$ cat src/rtl/jk_flop_bank_if.sv
// Bus bundle for jk_flop_bank: per-channel J/K inputs, mode select, synchronous clear,
// and the registered channel state with its update/change/error strobes.
interface jk_flop_bank_if #(
    parameter int unsigned WIDTH = 8
);
    logic [WIDTH-1:0] j;
    logic [WIDTH-1:0] k;
    logic [1:0]       mode;
    logic             sync_clr;
    logic [WIDTH-1:0] q;
    logic [WIDTH-1:0] q_bar;
    logic             tick;
    logic             chg;
    logic             err;

    modport master (
        output j, k, mode, sync_clr,
        input  q, q_bar, tick, chg, err
    );

    modport slave (
        input  j, k, mode, sync_clr,
        output q, q_bar, tick, chg, err
    );
endinterface

$ cat src/rtl/jk_flop_bank.sv
// Bank of WIDTH independent JK/T/D/SR flip-flops that only update on a prescaled
// clock-enable; the prescaler never produces a derived clock.
module jk_flop_bank #(
    parameter int unsigned WIDTH   = 8,
    parameter int unsigned DIVISOR = 100000000
) (
    input  logic          clk,
    input  logic          reset,
    jk_flop_bank_if.slave bus
);
    localparam logic [1:0]  MODE_JK  = 2'b00;
    localparam logic [1:0]  MODE_T   = 2'b01;
    localparam logic [1:0]  MODE_D   = 2'b10;
    localparam logic [1:0]  MODE_SR  = 2'b11;
    localparam logic [27:0] CNT_LAST = 28'(DIVISOR - 32'd1);

    // Per-bit next state; an SR bit with both inputs high holds (flagged separately).
    function automatic logic [WIDTH-1:0] next_state(
        input logic [WIDTH-1:0] cur,
        input logic [WIDTH-1:0] jv,
        input logic [WIDTH-1:0] kv,
        input logic [1:0]       md
    );
        logic [WIDTH-1:0] nxt;
        case (md)
            MODE_JK: nxt = (jv & ~cur) | (~kv & cur);
            MODE_T:  nxt = cur ^ jv;
            MODE_D:  nxt = jv;
            MODE_SR: nxt = (jv & ~kv) | (cur & ~(jv ^ kv));
            default: nxt = cur;
        endcase
        return nxt;
    endfunction

    function automatic logic sr_conflict(
        input logic [WIDTH-1:0] jv,
        input logic [WIDTH-1:0] kv,
        input logic [1:0]       md
    );
        return (md == MODE_SR) && ((jv & kv) != '0);
    endfunction

    logic [27:0]      cnt_q;
    logic [27:0]      cnt_d;
    logic [WIDTH-1:0] q_q;
    logic [WIDTH-1:0] q_d;
    logic             tick_q;
    logic             tick_d;
    logic             chg_q;
    logic             chg_d;
    logic             err_q;
    logic             err_d;
    logic             update_cycle;

    // Prescaler wrap detection and next-state of channels and flags.
    always_comb begin
        update_cycle = (cnt_q == CNT_LAST);
        cnt_d        = cnt_q + 28'd1;
        q_d          = q_q;
        err_d        = err_q;
        if (update_cycle) begin
            cnt_d = 28'd0;
            q_d   = next_state(q_q, bus.j, bus.k, bus.mode);
            err_d = err_q | sr_conflict(bus.j, bus.k, bus.mode);
        end else begin
            cnt_d = cnt_q + 28'd1;
            q_d   = q_q;
            err_d = err_q;
        end
        tick_d = update_cycle;
        chg_d  = update_cycle && (q_d != q_q);
    end

    // State registers; sync_clr outranks a coincident update cycle.
    always_ff @(posedge clk or negedge reset) begin
        if (!reset) begin
            cnt_q  <= 28'd0;
            q_q    <= '0;
            tick_q <= 1'b0;
            chg_q  <= 1'b0;
            err_q  <= 1'b0;
        end else if (bus.sync_clr) begin
            cnt_q  <= 28'd0;
            q_q    <= '0;
            tick_q <= 1'b0;
            chg_q  <= 1'b0;
            err_q  <= 1'b0;
        end else begin
            cnt_q  <= cnt_d;
            q_q    <= q_d;
            tick_q <= tick_d;
            chg_q  <= chg_d;
            err_q  <= err_d;
        end
    end

    assign bus.q     = q_q;
    assign bus.q_bar = ~q_q;
    assign bus.tick  = tick_q;
    assign bus.chg   = chg_q;
    assign bus.err   = err_q;
endmodule
$ cat src/flat_wrapper.sv
// flat-port wrapper written by rule: the top's interface ports become plain ports
module jk_flop_bank_flat 
#(
    parameter int unsigned WIDTH   = 8,
    parameter int unsigned DIVISOR = 100000000
)
  (clk, reset, bus_j, bus_k, bus_mode, bus_sync_clr, bus_q, bus_q_bar, bus_tick, bus_chg, bus_err);
  jk_flop_bank_if #(.WIDTH(WIDTH)) bus_i ();
  input  logic clk;
  input  logic reset;
  input wire logic [$bits(bus_i.j)-1:0] bus_j;
  input wire logic [$bits(bus_i.k)-1:0] bus_k;
  input wire logic [$bits(bus_i.mode)-1:0] bus_mode;
  input wire logic [$bits(bus_i.sync_clr)-1:0] bus_sync_clr;
  output wire logic [$bits(bus_i.q)-1:0] bus_q;
  output wire logic [$bits(bus_i.q_bar)-1:0] bus_q_bar;
  output wire logic [$bits(bus_i.tick)-1:0] bus_tick;
  output wire logic [$bits(bus_i.chg)-1:0] bus_chg;
  output wire logic [$bits(bus_i.err)-1:0] bus_err;
  assign bus_i.j = bus_j;
  assign bus_i.k = bus_k;
  assign bus_i.mode = bus_mode;
  assign bus_i.sync_clr = bus_sync_clr;
  assign bus_q = bus_i.q;
  assign bus_q_bar = bus_i.q_bar;
  assign bus_tick = bus_i.tick;
  assign bus_chg = bus_i.chg;
  assign bus_err = bus_i.err;
  jk_flop_bank #(.WIDTH(WIDTH), .DIVISOR(DIVISOR)) u_core (.clk(clk), .reset(reset), .bus(bus_i));
endmodule
$ cat config.mk
export PLATFORM = sky130hd
export DESIGN_NAME = jk_flop_bank_flat
export DESIGN_NICKNAME = d
export VERILOG_FILES = /design/src/rtl/jk_flop_bank_if.sv /design/src/rtl/jk_flop_bank.sv /design/src/flat_wrapper.sv
export SDC_FILE = /design/constraint.sdc
export NUM_CORES = 1
export LEC_CHECK = 0
export ABC_AREA = 1
export CORE_MARGIN = 2
export CORE_UTILIZATION = 35
export CTS_BUF_LIST = sky130_fd_sc_hd__clkbuf_8
export CTS_CLUSTER_SIZE = 28
export DETAILED_ROUTE_END_ITERATION = 12
export GPL_TIMING_DRIVEN = 0
export SLEW_MARGIN = 10
export SYNTH_ARGS = -nofsm -noshare
export SYNTH_HDL_FRONTEND = slang
export SYNTH_SLANG_ARGS = --single-unit
$ cat constraint.sdc
create_clock -name clk -period 1.7 [get_ports clk]
set_clock_uncertainty 0.1 [all_clocks]
set_input_delay 0.425 -clock clk [delete_from_list [all_inputs] [get_ports clk]]
set_output_delay 0.425 -clock clk [all_outputs]
set_load 0.01 [all_outputs]
# --- After elaboration in Yosys (flattened, before gate mapping) ---
# Cells that the tools add are included.
totals:
  reg_bits: 39
  input_bits: 21
  output_inout_bits: 19
  elab_cells: 38
classes:
  n_addsub: 1
  eq_ne: 5
  muxes: 9
  n_bitwise: 13
  n_reduce_logical: 5
ops:
  columns: ["operator", "count"]
  rows:
  - ["2-to-1 mux 28 bit", 2]
  - ["AND 8 bit", 5]
  - ["one-hot mux 8 bit (4 select lines)", 1]
  - ["adder 28 x 1 -> 28 bit, second input constant", 1]
  - ["== test 28 x 27 -> 1 bit, second input constant", 1]
  - ["NOT 8 bit", 3]
  - ["2-to-1 mux 8 bit", 2]
  - ["OR 8 bit", 2]
  - ["bitwise XOR 8 bit", 2]
  - ["!= test 8 bit", 1]
  - ["nonzero test 8 bit", 1]
  - ["== test 2 bit, second input constant", 2]
  - ["2-to-1 mux 1 bit", 4]
  - ["== test 2 x 1 -> 1 bit, second input constant", 1]
  - ["logical AND 1 bit", 2]
  - ["zero test 2 bit", 1]
  - ["nonzero test 2 bit", 1]
  - ["OR 1 bit", 1]

# --- Longest topological paths before layout ---
# Gate-level depths: netlist (run 1).
depth:
  word_depth: 9
  ltp_mapped: 15
  ltp_nobuf: 15

# --- Worst setup path before layout (run 1) ---
# OpenSTA, ideal clock, no wires.
synth_path:
  kind: "reg-to-reg"
  start: "register u_core.cnt_q[0]"
  end: "register u_core.cnt_q[22]"
  setup_ps: 122
  arrival_ps: 1528
  required_time_ps: 1478
  setup_slack_ps: -49
  path_stages_with_launch: 11
  path_buffers: 0
  cell_sequence: "dfrtp_1 -> ha_1 -> nand3_1 -> inv_2 -> nand2_2 -> nor2_2 -> nand3_2 -> nor3_4 -> nand3_2 -> o21ai_1 -> a21oi_1"
synth_via:
  elab_chain_len: 3
  elab_cells_between_ends: 4
synth_rtl:
  columns: ["element", "line_no", "source"]
  rows:
  - ["start, declared", "jk_flop_bank.sv:43", "logic [27:0] cnt_q;"]
  - ["start signal, assigned", "jk_flop_bank.sv:89", "cnt_q <= cnt_d;"]
  - ["adder 28 x 1 -> 28 bit or == test 28 x 27 -> 1 bit (tied branches)", null, null]
  - ["2-to-1 mux 28 bit *", "jk_flop_bank.sv:61", "if (update_cycle) begin"]
  - ["2-to-1 mux 28 bit *", "jk_flop_bank.sv:82", "end else if (bus.sync_clr) begin"]
# Every way passes the cells marked *; elsewhere a longest branch is shown, timed or not.
# A chain may end at the register's enable or synchronous reset.

# --- Worst setup path after layout (run 1) ---
layout_path:
  start: "register u_core.cnt_q[1]"
  end: "register u_core.cnt_q[18]"
# Same word-level chain as after synthesis.

==> flow_summary.toml, run 1 <==
[logic_synthesis]
synth_fa_ha_area_frac = 0.0722
yosys-top-cells-area = "dfrtp_1 33%, nand2_1 10%, ha_1 7.2%, inv_1 6.8%, nand3_1 5.6%"
synth_compound_area_frac = 0.112
synth-xor-area-share = 0.0238
ys_ff_latch = 39
synth_edf_count = 0
ys_types = 37
synthTopCellsByCount = "79 x nand2_1, 53 x inv_1, 43 x nor2_1, 39 x dfrtp_1, 33 x nand3_1"
synth_mux_area_frac = 0
yosysWarnings = 0
async_flop_share = 1.00
synth_top_area_share = 0.331
synth_top_area_cell = "dfrtp_1"
synth_cells = 405
synthSimpleGateAreaFrac = 0.369
syn_area_mm2 = 0.00295
synth_top_family_by_area = "simple AND/OR/NAND/NOR gates"
synth_seq_area_share = 0.331
synth.most_common_cell = "nand2_1"
synthFlopType = "dfrtp_1"
syn-num-nets = 443
avgSynthCellArea_um2 = 7.27

[floorplan]
num_rows = 33
core_mm2 = 0.00818
initial_core_util = 0.360
pin_count = 40
die-area_mm2 = 0.00917
fp.dieH_um = 95.7
die_x_um = 95.7

[worst_setup_path]
critPathKind = "flop to flop"
path_cells = "ha_4 -> nand3_4 -> inv_4 -> nand2_4 -> nor2_4 -> nand4_1 -> nor3_2 -> a21oi_1 -> nor3_1"
cp-end-kind = "flop"
slowest_stage = "dfrtp_1"
worstReg2RegEnd = "u_core.cnt_q[18]$_DFF_PN0_"
r2r_cells = 9
cp_top_family = "simple AND/OR/NAND/NOR gates"
cp_data_arrival_time_ps = 2010
critical_path.startpoint_type = "flop"
r2r_start = "u_core.cnt_q[1]$_DFF_PN0_"
path_buf_inv = 1
slowest_delay_ps = 410
path_max_fanout = 3
r2r_slack_ps = -210
critPathRequiredTime_ps = 1800

[global_routing]
grt_max_degree = 25
antenna_found_initial = 0
grt_pass1_vias = 3159
grt_pass1_wl_mm = 14.5
grt_overflow = 0
grt_use_total = 0.201

[sta]
slew_viol_final = 0
fin_ws_ps = -207
hold_viol = 0
period_share = 1.12
period_needed_ps = 1910
setup_viol = 18
finalSetupTns_ps = -1420
worst_pin_slew_ps = 658
max_slew_margin = 0.562
clock.fmax_mhz = 524
hold_ws_ps = 389
rsz0062_at_grt = "true"

[final_layout]
final_cell_area_mm2 = 0.00443
multiInputGateArea_mm2 = 0.00200
instances_no_fill = 624
fin_nets = 557
seqCellArea_um2 = 992
syn_to_final_growth_pct = 50.5
final_util = 0.542
fillers = 780
antenna_cells = 0
layout-drive-gt1-share = 0.368

[hold_path]
min_path_cells = 3
hold_class = "input port to flop"
hold_path_end = "u_core.bus.err$_DFFE_PN0P_"
min-delay-start = "bus_mode[0]"

[clock_tree]
htreeDepth = 2
clock_sinks = 39
clk_latency_ps = 290
cts.reportedPaths.clkPinSlew_ps = 80
cts_tree = "built"
clockBufferDepth = 2
root_buffer = "clkbuf_8"
cts_buffers = 5

[place]
dpl_worst_slack_ps = -1040
port_buffers = 38
placed_cell_area_mm2 = 0.00348
dp.cells = 549
place_hpwl_mm = 5.76
finalWeightedCongestion = 0.858

[drt]
detail_route.wl_per_cell_um = 15.0
postRouteAntennaNets = 0
route.detailed.drc = 0
vias = 3257
viasPerCell = 5.22
dr.pass1.iters = 5
dr.first_iter.drc_count = 130
routed_wl_mm = 9.37

[power]
p_total_mw = 1.89
leakagePower_nw = 2.14
power_density_mw_per_mm2 = 426
peakVddDrop_uv = 269

[flow_run]
maxCapViolCount = 0

[run_status]
status = "finished with violations"
failed_checks = "negative setup slack"
[worst min-delay path: stages]
cell	delay, ps
clkbuf_2	110
nand2_2	110
o32ai_2	100
[routing by layer]
layer / global-route usage / vias to the layer above / part of all wire
met3: 0.0290 / 18 / 0.055
met1: 0.247 / 1552 / 0.40
li1: - / 1574 / -
met5: 0 / - / 0
met4: 0.0869 / 0 / 0.023
met2: 0.351 / 113 / 0.52
[sequential cells by signal, summed over array words and instances, names as in the netlist]
register         flops
u_core.cnt_q        28
u_core.bus.chg       1
u_core.bus.err       1
u_core.bus.tick      1
u_core.bus.q         8
[report_power, final]
| part | switching, mW | internal (mW) | leakage (nW) |
|---|---|---|---|
| clock | 0.334 | 0.319 | 0.0470 |
| sequential | 0.00881 | 0.932 | 0.521 |
| combinational | 0.175 | 0.119 | 1.57 |
[logic make-up after synthesis]
logic type | after synthesis
AO/OA/AOI/OAI | 55
XOR/XNOR | 8
buffers and inverters | 66
adder cells (fa/ha/maj) | 17
AND/OR/NAND/NOR | 220
flip-flops | 39
[worst max path at each step]
| stage | start | to | slack, ps | cells past startpoint |
|---|---|---|---|---|
| final | u_core.cnt_q[1]$_DFF_PN0_ | u_core.cnt_q[18]$_DFF_PN0_ | -210 | 9 |
| after CTS | bus_j[3] | u_core.bus.chg$_DFF_PN0_ | -80 | 12 |
| after global routing | u_core.cnt_q[1]$_DFF_PN0_ | u_core.cnt_q[18]$_DFF_PN0_ | -310 | 9 |
| after detailed placement | bus_mode[0] | u_core.bus.chg$_DFF_PN0_ | -1040 | 12 |
| after floorplan | u_core.cnt_q[1]$_DFF_PN0_ | u_core.cnt_q[22]$_DFF_PN0_ | -50 | 10 |
| after global placement | bus_mode[0] | u_core.bus.chg$_DFF_PN0_ | -1040 | 12 |
[cell type report]
type / instances / share of cell area
clock inverters: 1 / 0.00113
clock buffers: 6 / 0.0186
inverters: 60 / 0.0559
plain buffers: 5 / 0.0102
repair buffers: 108 / 0.211
well taps: 105 / 0.0296
multi-input cells: 300 / 0.450
flip-flops and latches: 39 / 0.224
[layout by cell type, fill, tap and decap left out, types with 8 or more instances in the layout]
cell           synthesis  routed
inv_1                 53      43
ha_1                  17      16
a211oi_2               0       8
a21oi_1               11      10
o21ai_1                2       8
nor2_4                 9      19
buf_6                  2      13
dfrtp_2                0      13
inv_2                  5      10
dfrtp_1               39      26
nand3_1               33      29
nor2_1                43      30
nor3_2                 2       9
buf_4                  1      56
nand2_1               79      74
o21ai_0               23      15
dlygate4sd2_1          0      25
nand4_1               15      15
[repair_timing]
action | in CTS | in global routing
gates cloned | 3 | 1
endpoints found under the hold margin | 15 | 0
hold buffers | 1 | 0
resized for setup | 109 | 63
endpoints found under the setup margin | 48 | 39
pin swaps | 34 | 25
setup buffers | 47 | 18
Note: power is estimated with default switching activity, not from simulation.
==> inputs of run 2 (changes only) <==
PLACE_DENSITY = 0.64   (was unset)
==> run 2 against run 1 <==
  * Maximum frequency is 3.1% higher
  * Critical endpoint is now u_core.bus.chg$_DFF_PN0_
  * Critical path type unchanged
  * The run still ends with negative setup slack left
  * Sequential share of layout area increased by 0.47 points
  * Combinational power about the same
  * Critical path depth increased by 3
==> flow_summary.toml, run 2 (same netlist as run 1, synthesis figures left out) <==
[worst_setup_path]
path_cells = "nor2_1 -> nand2_1 -> nor2_1 -> nand2_1 -> nor2_4 -> buf_6 -> nand4_1 -> nand2_1 -> nor2_1 -> nand3_1 -> nor2_2 -> nor2_1"
r2r_start = "u_core.cnt_q[10]$_DFF_PN0_"
cp-end-kind = "flop"
cp_data_arrival_time_ps = 1980
slowest_delay_ps = 440
critical_path.startpoint_type = "flop"
r2r_cells = 12
worstReg2RegEnd = "u_core.bus.chg$_DFF_PN0_"
critPathRequiredTime_ps = 1830
slowest_stage = "dfrtp_1"
cp_num_cells = 12
startpoint = "u_core.cnt_q[10]$_DFF_PN0_"
cp_top_family = "simple AND/OR/NAND/NOR gates"
path_buf_inv = 1
crit_top_cell = "nor2_1"
critPathKind = "flop to flop"
r2r_slack_ps = -150
path_max_fanout = 5

[global_routing]
busiest_layer = "met2"
grt_use_total = 0.191
use_met1 = 0.226
grt_pass1_wl_mm = 13.8
grt_max_degree = 28
grt_overflow = 0
grt_use_met3 = 0.0298
grt_use_met2 = 0.348
grt_pass1_vias = 3056
antenna_found_initial = 0

[drt]
viasPerCell = 5.22
detail_route.wl_per_cell_um = 15.0
routed_wl_mm = 9.27
dr.first_iter.drc_count = 181
vias = 3220
postRouteAntennaNets = 0
dr.pass1.iters = 5
route.detailed.drc = 0

[sta]
hold_ws_ps = 386
rsz0062_at_grt = "true"
setup_viol = 32
worst_pin_slew_ps = 610
fin_ws_ps = -149
max_slew_margin = 0.594
hold_viol = 0
clock.fmax_mhz = 541
slew_viol_final = 0
period_needed_ps = 1850
period_share = 1.09

[clock_tree]
cts.reportedPaths.clkPinSlew_ps = 80
cts_tree = "built"
clock_sinks = 39
cts_buffers = 5
clk_latency_ps = 290
htreeDepth = 2
root_buffer = "clkbuf_8"
clockBufferDepth = 2

[final_layout]
layout_common_cells = "76 x nand2_1, 51 x buf_4, 47 x inv_1, 31 x nand3_1, 31 x dlygate4sd2_1"
seqCellArea_um2 = 992
fin_nets = 549
largest-register = "u_core.cnt_q"
final_cell_area_mm2 = 0.00434
fillers = 756
layout.cells.most_common = "nand2_1"
antenna_cells = 0
final_util = 0.531
multiInputGateArea_mm2 = 0.00198
layout-drive-gt1-share = 0.354
syn_to_final_growth_pct = 47.4
largest_register_ffs = 28

[hold_path]
hold_path_end = "u_core.cnt_q[0]$_DFF_PN0_"
min-delay-start = "u_core.cnt_q[0]$_DFF_PN0_"
hold_class = "flop to flop"
min_path_cells = 1

[run_status]
failed_checks = "negative setup slack"
status = "finished with violations"

[power]
peakVddDrop_uv = 408
p_sw_uw = 501
combPwrFrac = 0.159
sw_frac_of_total = 0.274
power_density_mw_per_mm2 = 421
clkPwrFrac = 0.326
p_int_mw = 1.33
p_total_mw = 1.83
leakagePower_nw = 2.07
power_frac_seq = 0.515

[place]
placed_cell_area_mm2 = 0.00348
finalWeightedCongestion = 0.859
port_buffers = 38
dpl_worst_slack_ps = -1060
place_hpwl_mm = 5.72

[floorplan]
core_mm2 = 0.00818
pin_count = 40
die_x_um = 95.7
num_rows = 33
fp.dieH_um = 95.7
initial_core_util = 0.360
die-area_mm2 = 0.00917

[flow_run]
maxCapViolCount = 0
==> run 2: cell types whose count changed in the layout (fill, tap and decap cells not counted), sizes merged <==
cell	change
buf	-9
clkbuf	-1
clkdlybuf4s15	-5
clkinvlp	-1
dlygate4sd2	+6
inv	+3
==> run 2: timing repair <==
item                                   CTS  global route
gates cloned                             3             1
setup endpoints to repair               48            40
gates resized for setup                 95            58
endpoints found under the hold margin   12             0
hold buffers                             1             0
pin swaps                               29            17
buffers inserted                        35            20
==> run 2: layout make-up <==
cell class,instances,area share
multi-input cells,300,0.456
repair buffers,99,0.197
plain buffers,6,0.0130
flip-flops and latches,39,0.229
clock buffers,5,0.0159
well taps,105,0.0303
clock inverters,3,0.00288
inverters,60,0.0562
==> run 2: layer usage <==
| metal | vias to the layer above | share of wire |
|---|---|---|
| li1 | 1547 | - |
| met1 | 1536 | 0.42 |
| met2 | 110 | 0.50 |
| met3 | 27 | 0.053 |
| met4 | 0 | 0.031 |
| met5 | - | 0 |
==> run 2: worst register-to-register path: cells and delay by family, from the launching register on <==
kind,cells,cell delay [ps]
flip-flops,1,440
AND/OR/NAND/NOR,11,1100
buffers and inverters,1,150
==> run 2: worst max path at each step <==
| stage | to | slack (ps) |
|---|---|---|
| finish | u_core.bus.chg$_DFF_PN0_ | -150 |
| global route | u_core.bus.chg$_DFF_PN0_ | -230 |
| CTS | u_core.bus.chg$_DFF_PN0_ | -150 |
| detailed placement | u_core.bus.chg$_DFF_PN0_ | -1060 |
| global placement | u_core.bus.chg$_DFF_PN0_ | -1000 |
| floorplan | u_core.cnt_q[22]$_DFF_PN0_ | -50 |
==> run 2: power groups by stage <==
stage	clock (mW)	combinational, mW	sequential, mW
6_report	0.596	0.291	0.942
5_1_grt	0.648	0.326	0.943
4_1_cts	0.607	0.270	0.941
3_5_place_dp	0	0.240	0.957
3_3_place_gp	0	0.228	0.957
2_1_floorplan	0	0.119	0.956
==> run 2: per-stage QoR <==
step,instances,setup TNS [ps]
3_3_place_gp,548,-44460
4_1_cts,596,-367
2_1_floorplan,405,-48.8
6_report,617,-2070
5_1_grt,617,-4840
3_5_place_dp,549,-11900
==> inputs of run 3 (changes only) <==
SKIP_LAST_GASP = 1   (was unset)
==> run 3 against run 2 <==
  * The run still ends with negative setup slack left
  * Combinational power rose by 3%
  * Sequential power barely moved
  * Die area unchanged
  * Clock power grew 0.7%
  * Highest routed layer unchanged
  * Critical path depth unchanged
  * Design area rose by 2.3%
  * Largest power group unchanged
  * Register-to-register slack got worse by 80 ps
==> flow_summary.toml, run 3 (same netlist as run 1, synthesis figures left out) <==
[power]
leakagePower_nw = 2.18
p_total_mw = 1.84
peakVddDrop_uv = 391
power_density_mw_per_mm2 = 415

[sta]
clock.fmax_mhz = 519
period_share = 1.13
hold_viol = 0
finalSetupTns_ps = -2500
fin_ws_ps = -227
rsz0062_at_grt = "true"
setup_viol = 28
period_needed_ps = 1930
max_slew_margin = 0.546
slew_viol_final = 0
worst_pin_slew_ps = 681

[final_layout]
fillers = 750
instances_no_fill = 621
layout_common_cells = "74 x nand2_1, 55 x buf_4, 47 x inv_1, 29 x nand3_1, 28 x nor2_1"
fin_nets = 553
antenna_cells = 0
multiInputGateArea_mm2 = 0.00203
seqCellArea_um2 = 993
largest-register = "u_core.cnt_q"
syn_to_final_growth_pct = 50.8
largest_register_ffs = 28
layout-drive-gt1-share = 0.372
layout.cells.most_common = "nand2_1"

[run_status]
failed_checks = "negative setup slack"
status = "finished with violations"

[global_routing]
grt_use_total = 0.187
antenna_found_initial = 0
grt_pass1_wl_mm = 13.6
grt_overflow = 0
grt_pass1_vias = 3044
grt_max_degree = 28

[worst_setup_path]
cp-end-kind = "flop"
critical_path.startpoint_type = "flop"
r2r_start = "u_core.cnt_q[1]$_DFF_PN0_"
path_max_fanout = 4
worstReg2RegEnd = "u_core.cnt_q[21]$_DFF_PN0_"
r2r_cells = 12
r2r_slack_ps = -230
critPathKind = "flop to flop"
cp_data_arrival_time_ps = 2020
critPathRequiredTime_ps = 1790

[drt]
route.detailed.drc = 0
dr.first_iter.drc_count = 167
routed_wl_mm = 9.46
dr.pass1.iters = 4
vias = 3201
detail_route.wl_per_cell_um = 15.2
postRouteAntennaNets = 0
viasPerCell = 5.15

[clock_tree]
root_buffer = "clkbuf_8"
cts_tree = "built"
cts.reportedPaths.clkPinSlew_ps = 70
clk_latency_ps = 300
htreeDepth = 2
clock_sinks = 39
cts_buffers = 5
clockBufferDepth = 2

[floorplan]
pin_count = 40
die_x_um = 95.7
core_mm2 = 0.00818
fp.dieH_um = 95.7
die-area_mm2 = 0.00917
num_rows = 33
initial_core_util = 0.360

[flow_run]
maxCapViolCount = 0

[hold_path]
hold_path_end = "u_core.cnt_q[0]$_DFF_PN0_"
min-delay-start = "u_core.cnt_q[0]$_DFF_PN0_"
min_path_cells = 1
hold_class = "flop to flop"

[place]
place_hpwl_mm = 5.72
dp.cells = 549
port_buffers = 38
finalWeightedCongestion = 0.859
## run 3: cell count changes in the layout (fill, tap and decap cells not counted), moves of 2 or more
cell / before / now
nor3_2: 11 / 9
nand3_1: 31 / 29
dlygate4sd2_1: 31 / 27
nor2_2: 13 / 11
dlymetal6s2s_1: 2 / 7
buf_4: 51 / 55
nor2_4: 15 / 17
nand2_1: 76 / 74
## run 3: worst max path at each step
stage / from / end
2_1_floorplan: u_core.cnt_q[1]$_DFF_PN0_ / u_core.cnt_q[22]$_DFF_PN0_
3_3_place_gp: bus_mode[0] / u_core.bus.chg$_DFF_PN0_
3_5_place_dp: bus_mode[0] / u_core.bus.chg$_DFF_PN0_
4_1_cts: bus_k[5] / u_core.bus.chg$_DFF_PN0_
5_1_grt: bus_k[1] / u_core.bus.chg$_DFF_PN0_
6_report: u_core.cnt_q[1]$_DFF_PN0_ / u_core.cnt_q[21]$_DFF_PN0_
## run 3: critical path, cell delays in order, from the launching register on
cell and delay (ps):
dfrtp_1 410, buf_4 140, nand2_2 60, nor2_4 130
nand2_4 90, nor2_4 110, nand3_2 110, nor3_4 200
nand2_2 130, nor2_4 200, nand2_1 70, nand2_1 60
nor2_1 40
## run 3: what timing repair did
action,4_1_cts,5_1_grt
gates resized for setup,78,85
endpoints found under the setup margin,48,44
pin swaps,25,30
cloned,3,1
hold endpoints to repair,12,0
hold buffers,1,0
setup buffers,35,24
## run 3: final cells by class
class                   count  area share
multi-input cells         300       0.458
plain buffers               6      0.0127
repair buffers            103       0.204
clock buffers               5      0.0155
clock inverters             3     0.00282
well taps                 105      0.0296
inverters                  60      0.0544
flip-flops and latches     39       0.224
## run 3: metal layers
metal,share of wire,GRT usage
met4,0.024,0.0571
met5,0,0
met3,0.041,0.0274
met2,0.51,0.340
met1,0.42,0.226
## run 3: power breakdown
| part | leakage, nW | total (mW) | internal (mW) | switching, mW |
|---|---|---|---|---|
| registers | 0.520 | 0.942 | 0.933 | 0.00933 |
| clock network | 0.0505 | 0.600 | 0.276 | 0.324 |
| logic | 1.61 | 0.301 | 0.125 | 0.176 |
## run 3: through the flow
stage | util | hold WS, ps | area (µm²) | worst slack (ps)
global route | 0.543 | 407 | 4440 | -332
floorplan | - | 29.4 | 2960 | -48.8
finish | 0.543 | 397 | 4440 | -227
CTS | 0.485 | 414 | 3960 | -250
global placement | 0.424 | 347 | 3470 | -998
detailed placement | 0.426 | 243 | 3480 | -1060
